## config.mk

```make
export PLATFORM = sky130hd
export DESIGN_NAME = mac_sched
export DESIGN_NICKNAME = d
export VERILOG_FILES = /design/src/rtl/mac_sched_pkg.sv /design/src/rtl/mac_sched_dp.sv /design/src/rtl/mac_sched.sv
export SDC_FILE = /design/constraint.sdc
export NUM_CORES = 1
export LEC_CHECK = 0
export CAP_MARGIN = 25
export CELL_PAD_IN_SITES_DETAIL_PLACEMENT = 0
export CELL_PAD_IN_SITES_GLOBAL_PLACEMENT = 2
export CORE_ASPECT_RATIO = 1.25
export CORE_MARGIN = 2
export CORE_UTILIZATION = 30
export DETAILED_ROUTE_END_ITERATION = 10
export PLACE_DENSITY_LB_ADDON = 0.1
export SETUP_SLACK_MARGIN = 0.4
export SLEW_MARGIN = 30
export SYNTH_ARGS = -nofsm -noshare
export SYNTH_HDL_FRONTEND = slang
export SYNTH_SLANG_ARGS = --single-unit
```

## constraint.sdc

```tcl
create_clock -name clk -period 6.6 [get_ports clk]
set_input_delay 1.32 -clock clk [delete_from_list [all_inputs] [get_ports clk]]
set_output_delay 1.32 -clock clk [all_outputs]
set_load 0.05 [all_outputs]
```

## src/rtl/mac_sched_pkg.sv

```systemverilog
`default_nettype none
// ============================================================================
// mac_sched_pkg : FSM state type and round-robin pick helper for mac_sched
// Rev 1.0
// ============================================================================
package mac_sched_pkg;

    typedef enum logic [1:0] {
        IDLE = 2'd0,
        ACC  = 2'd1,
        DONE = 2'd2
    } state_t;

    // First set bit of mask strictly after ptr, wrapping modulo n (n <= 16).
    function automatic logic [3:0] rr_pick(
        input logic [15:0] mask,
        input logic [3:0]  ptr,
        input logic [4:0]  n
    );
        logic [3:0] pick;
        logic       found;
        logic [4:0] idx;
        pick  = ptr;
        found = 1'b0;
        for (int i = 1; i <= 16; i++) begin
            idx = 5'(ptr) + 5'(i);
            if (idx >= n) idx = idx - n;
            if (!found && (5'(i) <= n) && (idx < 5'd16) && mask[idx[3:0]]) begin
                pick  = idx[3:0];
                found = 1'b1;
            end
        end
        return pick;
    endfunction

endpackage
`default_nettype wire

```

## src/rtl/mac_sched_dp.sv

```systemverilog
`default_nettype none
// ============================================================================
// mac_sched_dp : signed product + accumulate with overflow detect; clamps when MAC_SCHED_SATURATE_EN
// Rev 1.0
// ============================================================================
module mac_sched_dp #(
    parameter int LEN   = 9,
    parameter int ACC_W = 2*LEN
) (
    input  logic [ACC_W-1:0] acc_in,
    input  logic             ovf_in,
    input  logic [LEN-1:0]   in1,
    input  logic [LEN-1:0]   in2,
    output logic [ACC_W-1:0] acc_out,
    output logic             ovf_out
);

    logic signed [2*LEN-1:0] prod;
    logic signed [ACC_W-1:0] prod_ext;
    logic        [ACC_W-1:0] sum;
    logic                    add_ovf;

    assign prod     = (2*LEN)'($signed(in1)) * (2*LEN)'($signed(in2));
    assign prod_ext = ACC_W'(prod);
    assign sum      = acc_in + prod_ext;
    assign add_ovf  = (acc_in[ACC_W-1] == prod_ext[ACC_W-1]) && (sum[ACC_W-1] != acc_in[ACC_W-1]);
    assign ovf_out  = ovf_in | add_ovf;

`ifdef MAC_SCHED_SATURATE_EN
    localparam logic [ACC_W-1:0] ACC_MAX = {1'b0, {(ACC_W-1){1'b1}}};
    localparam logic [ACC_W-1:0] ACC_MIN = {1'b1, {(ACC_W-1){1'b0}}};

    // Once clamped the accumulator is frozen for the rest of the vector.
    always_comb begin
        acc_out = sum;
        if (ovf_in) begin
            acc_out = acc_in;
        end else if (add_ovf) begin
            acc_out = acc_in[ACC_W-1] ? ACC_MIN : ACC_MAX;
        end
    end
`else
    assign acc_out = sum;
`endif

endmodule
`default_nettype wire

```

## src/rtl/mac_sched.sv

```systemverilog
`default_nettype none
// ============================================================================
// mac_sched : round-robin sequencer sharing one signed MAC (MAC_SCHED_SATURATE_EN = clamp on overflow)
// Rev 1.0
// ============================================================================
module mac_sched
    import mac_sched_pkg::*;
#(
    parameter int LEN     = 9,
    parameter int NUM_REQ = 4,
    parameter int ACC_W   = 2*LEN,
    parameter int ID_W    = $clog2(NUM_REQ)
) (
    input  logic                   clk,
    input  logic                   reset_n,
    input  logic [NUM_REQ-1:0]     req_valid,
    output logic [NUM_REQ-1:0]     req_ready,
    input  logic [NUM_REQ*LEN-1:0] req_in1,
    input  logic [NUM_REQ*LEN-1:0] req_in2,
    input  logic [NUM_REQ-1:0]     req_last,
    output logic                   res_valid,
    input  logic                   res_ready,
    output logic [ACC_W-1:0]       res_data,
    output logic [ID_W-1:0]        res_id,
    output logic                   res_overflow
);

    state_t            state_q, state_d;
    logic [ID_W-1:0]   grant_q, grant_d;
    logic [ID_W-1:0]   ptr_q,   ptr_d;
    logic [ACC_W-1:0]  acc_q,   acc_d;
    logic              ovf_q,   ovf_d;
    logic [ACC_W-1:0]  dp_acc;
    logic              dp_ovf;
    logic [LEN-1:0]    sel_in1, sel_in2;
    logic              beat;

    assign sel_in1 = req_in1[grant_q*LEN +: LEN];
    assign sel_in2 = req_in2[grant_q*LEN +: LEN];
    assign beat    = (state_q == ACC) && req_valid[grant_q];

    mac_sched_dp #(
        .LEN   (LEN),
        .ACC_W (ACC_W)
    ) u_dp (
        .acc_in  (acc_q),
        .ovf_in  (ovf_q),
        .in1     (sel_in1),
        .in2     (sel_in2),
        .acc_out (dp_acc),
        .ovf_out (dp_ovf)
    );

    always_comb begin
        state_d   = state_q;
        grant_d   = grant_q;
        ptr_d     = ptr_q;
        acc_d     = acc_q;
        ovf_d     = ovf_q;
        req_ready = '0;
        case (state_q)
            IDLE: begin
                if (|req_valid) begin
                    grant_d = ID_W'(rr_pick(16'(req_valid), 4'(ptr_q), 5'(NUM_REQ)));
                    acc_d   = '0;
                    ovf_d   = 1'b0;
                    state_d = ACC;
                end
            end
            ACC: begin
                req_ready[grant_q] = 1'b1;
                if (beat) begin
                    acc_d = dp_acc;
                    ovf_d = dp_ovf;
                    if (req_last[grant_q]) state_d = DONE;
                end
            end
            DONE: begin
                // Pointer advances only on handshake so a stalled result keeps its slot.
                if (res_ready) begin
                    ptr_d   = grant_q;
                    state_d = IDLE;
                end
            end
            default: state_d = IDLE;
        endcase
    end

    always_ff @(posedge clk or negedge reset_n) begin
        if (!reset_n) begin
            state_q <= IDLE;
            grant_q <= '0;
            ptr_q   <= ID_W'(NUM_REQ - 1);
            acc_q   <= '0;
            ovf_q   <= 1'b0;
        end else begin
            state_q <= state_d;
            grant_q <= grant_d;
            ptr_q   <= ptr_d;
            acc_q   <= acc_d;
            ovf_q   <= ovf_d;
        end
    end

    assign res_valid    = (state_q == DONE);
    assign res_data     = acc_q;
    assign res_id       = grant_q;
    assign res_overflow = ovf_q;

endmodule
`default_nettype wire

```

==> flow_summary.ini <==
[critical_path]
cp_cell_sequence = buf_6, mux4_2, or2_4, fa_1, fa_1, inv_2, fa_1, fa_1, fa_2, ha_4, o21a_1, o31a_1, o21a_1, nor2_2, xnor2_2, ha_4, a211oi_2, a21oi_2, or4_4, o22ai_4, xor2_1, or3_1, o21ai_2
rr_worst_depth = 23
regToRegSetupSlack_ns = 0.01
cp_max_fo = 4
crit_path_end_kind = flip-flop
crit_arrival_ns = 7.26
slowest_stage = fa_1
crit_top_cell = fa_1
critPathKind = input port to flip-flop
cp_data_required_time_ns = 6.80
slowest_delay_ns = 0.57
cp-start-kind = input port

[hold_path]
whs_path_depth = 2
hp-class = flip-flop to flip-flop

[routing]
finalWirelength_mm = 15.6
vias = 4872
drtAntennaViolNets = 0
route.detailed.drc = 0
drt_pre_antenna_iters = 4
vias_per_cell = 4.80
first_iter_violations = 85
wl_per_cell_um = 15.4

[sta]
post-route-period-util = 1.07
fin_worst_skew_ns = 0.00318
setup_viol = 8
setup_slack_ns = -0.467
rsz0062_at_grt = true
hold_violations = 0
tightest_slew_ns = 0.730
max_freq_mhz = 141
min_period_ns = 7.07
max-slew-margin-rel = 0.514
maxSlewViolCount = 0

[placed_design]
hpwlAfterDp_mm = 13.2
gp_congestion = 0.855
dp_cells = 988
io_buffers = 108

[floorplanning]
die_w_um = 125
rows = 55
boundaryPins = 109
die_h_um = 155
core_um2 = 18000
start_util = 0.303
design.die.area_um2 = 19300

[layout]
diodes = 0
fillCellCount = 1746
multiInputGateArea_um2 = 4890
num-nets-final = 1001
area_growth_pct = 48.5
ff_latch_area_um2 = 629
drive_above_1_share = 0.378
fin_cells = 1014

[run_status]
status = finished with violations
violations = negative setup slack

[global_routing]
grt_usage = 0.170
grt-ovfl-total = 0
antenna_found_initial = 0
grt_pass1_wl_mm = 26.9
grt_pass1_vias = 5436
grt_max_degree = 26

[yosys]
synth_nets = 782
async_flop_share = 1.00
yosysWarnings = 0
synth_ff_type = dfrtp_1
synth_edf_count = 0
synth_top_cell_area_share = 0.261
ys_seq_area_frac = 0.115
syn-cell-area_um2 = 5450
yosys.area.top_type = fa_1
synthTopCellsByArea = fa_1 (26%), ha_1 (14%), dfrtp_1 (11%)
synth_area_per_cell_um2 = 9.59
ys_types = 54
syn_inst = 568
ys_ff_latch = 25

[clocking]
cts.clk_slew.worst_paths_ns = 0.07
clk_latency_ns = 0.27
cts.sinks = 25
cts_made_buffers = 3
cts_buffer_depth = 2
cts_hold_buf = 0
tritoncts = yes
h-tree-depth = 1
root_buffer = clkbuf_16

[run]
drv_cap = 0
==> cells in the mapped netlist (2+ instances only) <==
master and count:
fa_1 71, or2_2 3, mux2_2 5, mux2i_1 4
o21a_1 8, xnor2_1 16, nand2_1 60, nand2b_1 4
o21bai_1 2, inv_1 85, a21o_1 9, nor2_1 22
o41ai_1 2, and2_1 38, nor3_1 8, o21ai_0 20
a22o_1 3, dfrtp_1 23, o31ai_1 5, a211oi_1 3
clkbuf_1 4, buf_2 5, or3_1 4, o21ai_2 4
a31oi_1 2, and3_1 2, nor2b_1 7, or4_1 3
a21oi_1 23, mux4_2 20, o21ai_1 4, nand3_1 3
xor2_1 11, o31a_1 2, ha_1 60, dfstp_2 2
nor3b_1 3, o2111a_1 2
==> placed cells by master (no fill, tap or decap), types with 4 or more instances in the layout <==
master / n
and2_4: 15
dlygate4sd2_1: 4
ha_1: 42
nand2b_1: 4
clkdlybuf4s15_1: 21
a21o_1: 9
ha_4: 14
mux4_2: 21
nor3_1: 8
o21a_1: 8
mux2i_1: 4
buf_4: 93
o31ai_1: 5
dfrtp_1: 22
buf_6: 26
buf_12: 4
a21oi_1: 12
fa_1: 62
xor2_1: 11
and2_1: 23
ha_2: 4
o21ai_0: 16
xnor2_1: 13
nor2b_1: 6
inv_1: 77
nor2_1: 19
a21oi_2: 12
mux2_2: 4
or3_1: 4
clkdlybuf4s50_1: 36
inv_2: 8
o21ai_2: 9
buf_2: 38
fa_2: 9
nand2_2: 8
nand2_1: 50
==> through the flow <==
step | setup slack [ns] | TNS, ns | utilization | hold slack (ns) | area [µm²]
floorplan | -0.467 | -1.43 | - | 0.525 | 5590
global placement | -1.11 | -8.37 | 0.426 | 0.505 | 7660
detailed placement | -1.14 | -8.25 | 0.426 | 0.507 | 7660
CTS | -0.483 | -2.55 | 0.440 | 0.539 | 7900
global route | -0.731 | -4.28 | 0.450 | 0.572 | 8090
finish | -0.467 | -2.32 | 0.450 | 0.535 | 8090
==> kinds of logic (layout without fill, tap and decap cells) <==
group	Yosys count	after routing	synth area share
multiplexers	29	30	0.100
buffers and inverters	96	313	0.0689
adder cells (fa/ha/maj)	131	131	0.399
AND/OR/NAND/NOR	160	160	0.146
AO/OA/AOI/OAI	100	100	0.127
XOR/XNOR	27	27	0.0434
flip-flops	25	25	0.115
==> state kept, by name (all words and copies together), names as in the netlist <==
name          flops
res_data         18
ptr_q             2
res_id            2
state_q           2
res_overflow      1
==> metal layers <==
layer  part of all wire  GRT usage  wire length (µm)  vias up
met1               0.40      0.196              6240     2384
li1                   -          -                 -     2362
met3              0.028     0.0118               431       24
met5                  0          0                 0        -
met4              0.028     0.0535               442        0
met2               0.55      0.333              8530      102
==> path summary, 6_finish.rpt <==
path	from	endpoint
max	req_in1[27]	res_data[17]
max reg2reg	res_id[0]	res_data[17]
max in group asynchronous	reset_n	ptr_q[0]
min reg2reg	res_data[12]	res_data[12]
min	res_data[12]	res_data[12]
min in group asynchronous	reset_n	res_data[17]
==> worst max-delay path: cells and delay by family <==
| family | cells | cell delay, ns |
|---|---|---|
| compound gates | 7 | 1.04 |
| mux | 1 | 0.48 |
| buf+inv | 2 | 0.13 |
| xor+xnor | 2 | 0.20 |
| fa+ha+maj | 7 | 2.95 |
| simple gates | 4 | 1.15 |
==> area by class of cell <==
cell class / count / area share
repair buffers: 224 / 0.232
flip-flops and latches: 25 / 0.0778
clock inverters: 1 / 0.000619
clock buffers: 3 / 0.00929
inverters: 85 / 0.0395
well taps: 228 / 0.0353
multi-input cells: 448 / 0.605
==> what timing repair did <==
action,in CTS,in global routing
gates resized for setup,255,43
buffers inserted,19,2
gates cloned,1,0
pin swaps,63,29
setup endpoints to repair,12,12
Power is left out: the tool's default activity adds up to more than one toggle a clock period on the data nets, which glitch-free logic cannot reach.
==> edit 1, RTL diff (config.mk and constraints unchanged) <==
`LEN` is set to 9 in 2 places; all go to 10.
--- a/src/rtl/mac_sched_dp.sv
+++ b/src/rtl/mac_sched_dp.sv
@@ -6,3 +6,3 @@
 module mac_sched_dp #(
-    parameter int LEN   = 9,
+    parameter int LEN   = 10,
     parameter int ACC_W = 2*LEN
--- a/src/rtl/mac_sched.sv
+++ b/src/rtl/mac_sched.sv
@@ -8,3 +8,3 @@
 #(
-    parameter int LEN     = 9,
+    parameter int LEN     = 10,
     parameter int NUM_REQ = 4,
Interface: changed (resized req_in1, req_in2 and res_data); port bits go from 109 to 119. No check against the original RTL was run, so the function may have changed too.
==> edit 1 against the original RTL <==
Final area up 28%; highest routed layer unchanged; count of clock-buffer cells in the layout is 1 higher; non-clock buffer count rose by 70; sequential cell count up 2; global-route usage up 1.3 points; synthesized area increased by 22%; worst setup slack worse by 0.34 ns; routed wire length grew 32%; die area grew 22%; the run still ends with setup timing left; fmax shrank 4.6%.
Power is left out: the tool's default activity adds up to more than one toggle a clock period on the data nets, which glitch-free logic cannot reach.
==> edit 1: results <==
export IMPL_holdCritPathClass="reg -> reg"
export IMPL_post_synth_fa_ha_maj_area_fraction_pct=41.3
export IMPL_largest_register_ff_count=20
export IMPL_worst_hold_path_endpoint="res_overflow"
export IMPL_postSynthNetCount=988
export IMPL_final_setup_skew_ns=0.00355
export IMPL_cts_repair_resized=320
export IMPL_nonClockInverterCount=144
export IMPL_tightestPinTransition_ns=0.914
export IMPL_detail_route_vias_per_cell=4.72
export IMPL_cts_sinks=27
export IMPL_synthDistinctLibCells=51
export IMPL_drt_iter0_markers=160
export IMPL_final_signal_buffer_count=294
export IMPL_total_global_routing_track_utilization_pct=18.3
export IMPL_yosys_mux_area_fraction_pct=8.85
export IMPL_cts_setup_buffers=36
export IMPL_synthXorXnorAreaFrac_pct=5.20
export IMPL_cp_arrival_ns=7.61
export IMPL_synth_compound_area_share_pct=10.5
export IMPL_cts_clk_slew_worst_paths_ns=0.07
export IMPL_yosys_top_cells_area="fa_1 (28%), ha_1 (14%), dfrtp_1 (9.4%)"
export IMPL_clock_buffer_count=4
export IMPL_share_of_cell_area_taken_by_multi_input_logic_gates_pct=60.5
export IMPL_dpl_worst_slack_ns=-1.48
export IMPL_violations_in_the_final_reports="setup timing"
export IMPL_timing_final_ws_setup_ns=-0.812
export IMPL_detail_route_wl_per_cell_microns=15.9
export IMPL_cts_inserted_buffers=3
export IMPL_layout_comb_gates_multi_input=553
export IMPL_h_tree_level_count=1
export IMPL_vias_in_the_first_global_route=6885
export IMPL_worstRegToRegCells=32
export IMPL_cp_max_fo=7
export IMPL_worst_setup_path_startpoint="req_in1[33]"
export IMPL_clk_share_pct=0.763
export IMPL_cp_endpoint="res_data[19]"
export IMPL_seqCellArea_sq_um=681
export IMPL_outcome="finished with violations"
export IMPL_grt_pass1_wl_mm=34.1
export IMPL_ff2ff_setup_slack_ns=-0.39
export IMPL_num_nets_final=1279
export IMPL_layout_fillers=2101
export IMPL_share_of_post_route_cells_with_drive_strength_above_1_pct=42.5
export IMPL_port_buffers=118
export IMPL_dp_hpwl_mm=16.5
export IMPL_worst_reg2reg_path_startpoint="res_id[0]"
export IMPL_synth_seq_area_share_pct=10.2
export IMPL_final_weighted_congestion_of_routability_driven_global_placement=0.790
export IMPL_post_synth_most_frequent_cells="inv_1 (144), fa_1 (92), nand2_1 (92)"
export IMPL_drt_first_pass_iters=6
export IMPL_fraction_of_cell_area_in_non_clock_buffers_pct=23.5
export IMPL_final_setup_viol_count=10
export IMPL_min_from="res_overflow"
export IMPL_grt_max_degree=28
export IMPL_critPathMaxStageDelay_ns=0.55
edit 1: metrics by stage:
stage          cell area (sq um)  utilization, %  instances  hold slack (ns)  TNS [ns]
6_report                   10300            46.8       1305            0.502     -5.85
2_1_floorplan               6860               -        732            0.525     -3.20
4_1_cts                     9900            44.9       1288            0.517     -6.26
5_1_grt                    10300            46.8       1305            0.550     -7.74
3_3_place_gp                9290            42.1       1245            0.492    -14.57
3_5_place_dp                9290            42.1       1245            0.495    -14.87
edit 1: per-layer routing:
layer | part of all wire [%] | track usage (%) | wire length (microns)
met5 | 0 | 0 | 0
met4 | 2.5 | 4.93 | 522
met3 | 4.2 | 1.42 | 873
met2 | 53 | 35.2 | 10900
met1 | 40 | 21.5 | 8370
edit 1: worst reg2reg max path, delay by kind of cell, from the launching register on:
family	cells	cell delay, ns
xor gates and xnor gates	1	0.16
buffers and inverters	11	1.37
muxes	1	0.58
and+or+nand+nor	6	0.46
DFF	1	0.40
AOI/OAI and AO/OA	6	1.02
adders and majority gates	7	2.94
==> edit 2, RTL diff (same flow settings) <==
Without the edit above. Reset style: synchronous (`reset_n`), changed in one clocked block.
--- a/src/rtl/mac_sched.sv
+++ b/src/rtl/mac_sched.sv
@@ -88,3 +88,3 @@
 
-    always_ff @(posedge clk or negedge reset_n) begin
+    always_ff @(posedge clk) begin
         if (!reset_n) begin
Function: changed (a bounded check fails within 4 cycles, from zero or initial values and one cycle with reset_n low; the reset may be asserted at any time).
==> edit 2 against the original RTL <==
The flow still finishes with violations (setup timing); routed wire length grew 5.3%; non-clock buffer count up 13; critical path depth increased by 3; fmax down 0.53%; synthesized area grew 0.62%; worst setup slack got worse by 0.038 ns; global-route usage is 0.072 points lower; clock skew down 0.0015 ns; utilization is 1.7 points higher; final area grew 4.1%; sequential cell count stayed put; final cell count grew 3.7%; critical endpoint is now res_data[17]; largest cell class unchanged; highest routed layer unchanged.
Power is not shown: default switching activity piles up to over one toggle a cycle in this logic, so the estimate is an artifact.
==> edit 2: results <==
export IMPL_grt_max_degree=22
export IMPL_final_setup_skew_ns=0.00169
export IMPL_outcome="finished with violations"
export IMPL_final_setup_viol_count=10
export IMPL_synthDistinctLibCells=58
export IMPL_grt_pass1_wl_mm=26.8
export IMPL_ys_async_sr_fraction_pct=0
export IMPL_synthesis_area_per_instance_sq_um=9.19
export IMPL_ys_dominant_reg_cell="dfxtp_1"
export IMPL_layout_fillers=1732
export IMPL_vias_in_the_first_global_route=5387
export IMPL_detailed_place_area_sq_um=7620
export IMPL_placed_cells_incl_taps=1014
export IMPL_synth_seq_area_share_pct=9.13
export IMPL_worst_reg2reg_path_startpoint="res_id[0]"
export IMPL_violations_in_the_final_reports="setup timing"
export IMPL_timing_final_ws_setup_ns=-0.505
export IMPL_dp_hpwl_mm=13.5
export IMPL_slew_headroom_pct=51.2
export IMPL_total_global_routing_track_utilization_pct=16.9
export IMPL_share_of_post_route_cells_with_drive_strength_above_1_pct=33.9
export IMPL_postSynthNetCount=810
export IMPL_yosys_top_cells_area="fa_1 (26%), ha_1 (14%), dfxtp_1 (9.1%)"
export IMPL_cp_arrival_ns=7.27
export IMPL_min_from="res_overflow"
export IMPL_post_synth_most_frequent_cells="inv_1 (83), fa_1 (71), nand2_1 (64)"
export IMPL_worst_setup_path_startpoint="req_in1[2]"
export IMPL_detail_route_wl_per_cell_microns=15.7
export IMPL_final_weighted_congestion_of_routability_driven_global_placement=0.800
-- edit 2: changes by cell type after synthesis, moves of 5 or more --
| cell | unedited run | this run |
|---|---|---|
| o21a_1 | 8 | 3 |
| nor2b_1 | 7 | 19 |
| dfrtp_1 | 23 | 0 |
| nand3_1 | 3 | 8 |
| a21oi_1 | 23 | 28 |
| dfxtp_1 | 0 | 25 |
| a22oi_1 | 0 | 9 |
-- edit 2: logic make-up after synthesis --
family	after synthesis	share of synthesized area (%)
adders and majority gates	131	39.6
buffers and inverters	96	6.76
AOI/OAI and AO/OA	101	12.6
xor gates and xnor gates	31	5.09
muxes	26	9.36
and+or+nand+nor	186	17.4
DFF	25	9.13
-- edit 2: routing by layer --
metal  global-route usage (%)  vias to the layer above  wire length, microns
met2                     33.0                      105                  8950
met1                     20.3                     2494                  6790
met3                     1.38                       13                   524
li1                         -                     2448                     -
met5                        0                        -                     0
met4                     3.33                        0                   214
-- edit 2: path summary, 6_finish.rpt --
check | slack (ns) | cells after the start | endpoint
worst max register to register | 0.02 | 25 | res_data[17]
worst min-delay path | 0.51 | 1 | res_overflow
worst min register to register | 0.51 | 1 | res_overflow
worst max-delay path | -0.51 | 26 | res_data[17]
-- edit 2: worst max-delay path, cell delays in order --
cell and delay [ns]:
clkdlybuf4s15_1 0.16, mux4_2 0.53, buf_6 0.17, nand2_4 0.05, fa_1 0.43, fa_1 0.53, inv_1 0.05, fa_1 0.47
fa_1 0.57, fa_1 0.46, ha_4 0.20, o21bai_1 0.16, a21oi_2 0.17, o21ai_2 0.09, a31o_2 0.25, a21oi_2 0.16
xnor2_2 0.13, ha_1 0.26, a21o_1 0.19, a21o_1 0.18, nand2_2 0.07, nand2b_1 0.09, a31oi_4 0.20, xnor2_2 0.14
o21bai_1 0.08, a22o_1 0.18
-- edit 2: timing repair --
action,in CTS,in global routing
buffers inserted,24,10
cloned,0,0
setup endpoints to repair,11,11
pin swaps,47,70
resized for setup,185,83
-- edit 2: layout make-up --
type / count / area [sq um] / area share [%]
sequential: 25 / 502 / 5.96
timing repair buffer: 237 / 2060 / 24.5
clock inverter: 1 / 7.51 / 0.0892
tap: 228 / 285 / 3.39
multi-input combinational: 475 / 5180 / 61.5
clock buffer: 3 / 75.1 / 0.892
inverter: 83 / 312 / 3.70
-- edit 2: metrics by stage --
step / utilization, % / setup slack, ns
2_1_floorplan: - / -0.510
3_5_place_dp: 42.3 / -1.16
4_1_cts: 44.3 / -0.560
3_3_place_gp: 42.3 / -1.07
6_report: 46.7 / -0.505
5_1_grt: 46.7 / -0.761
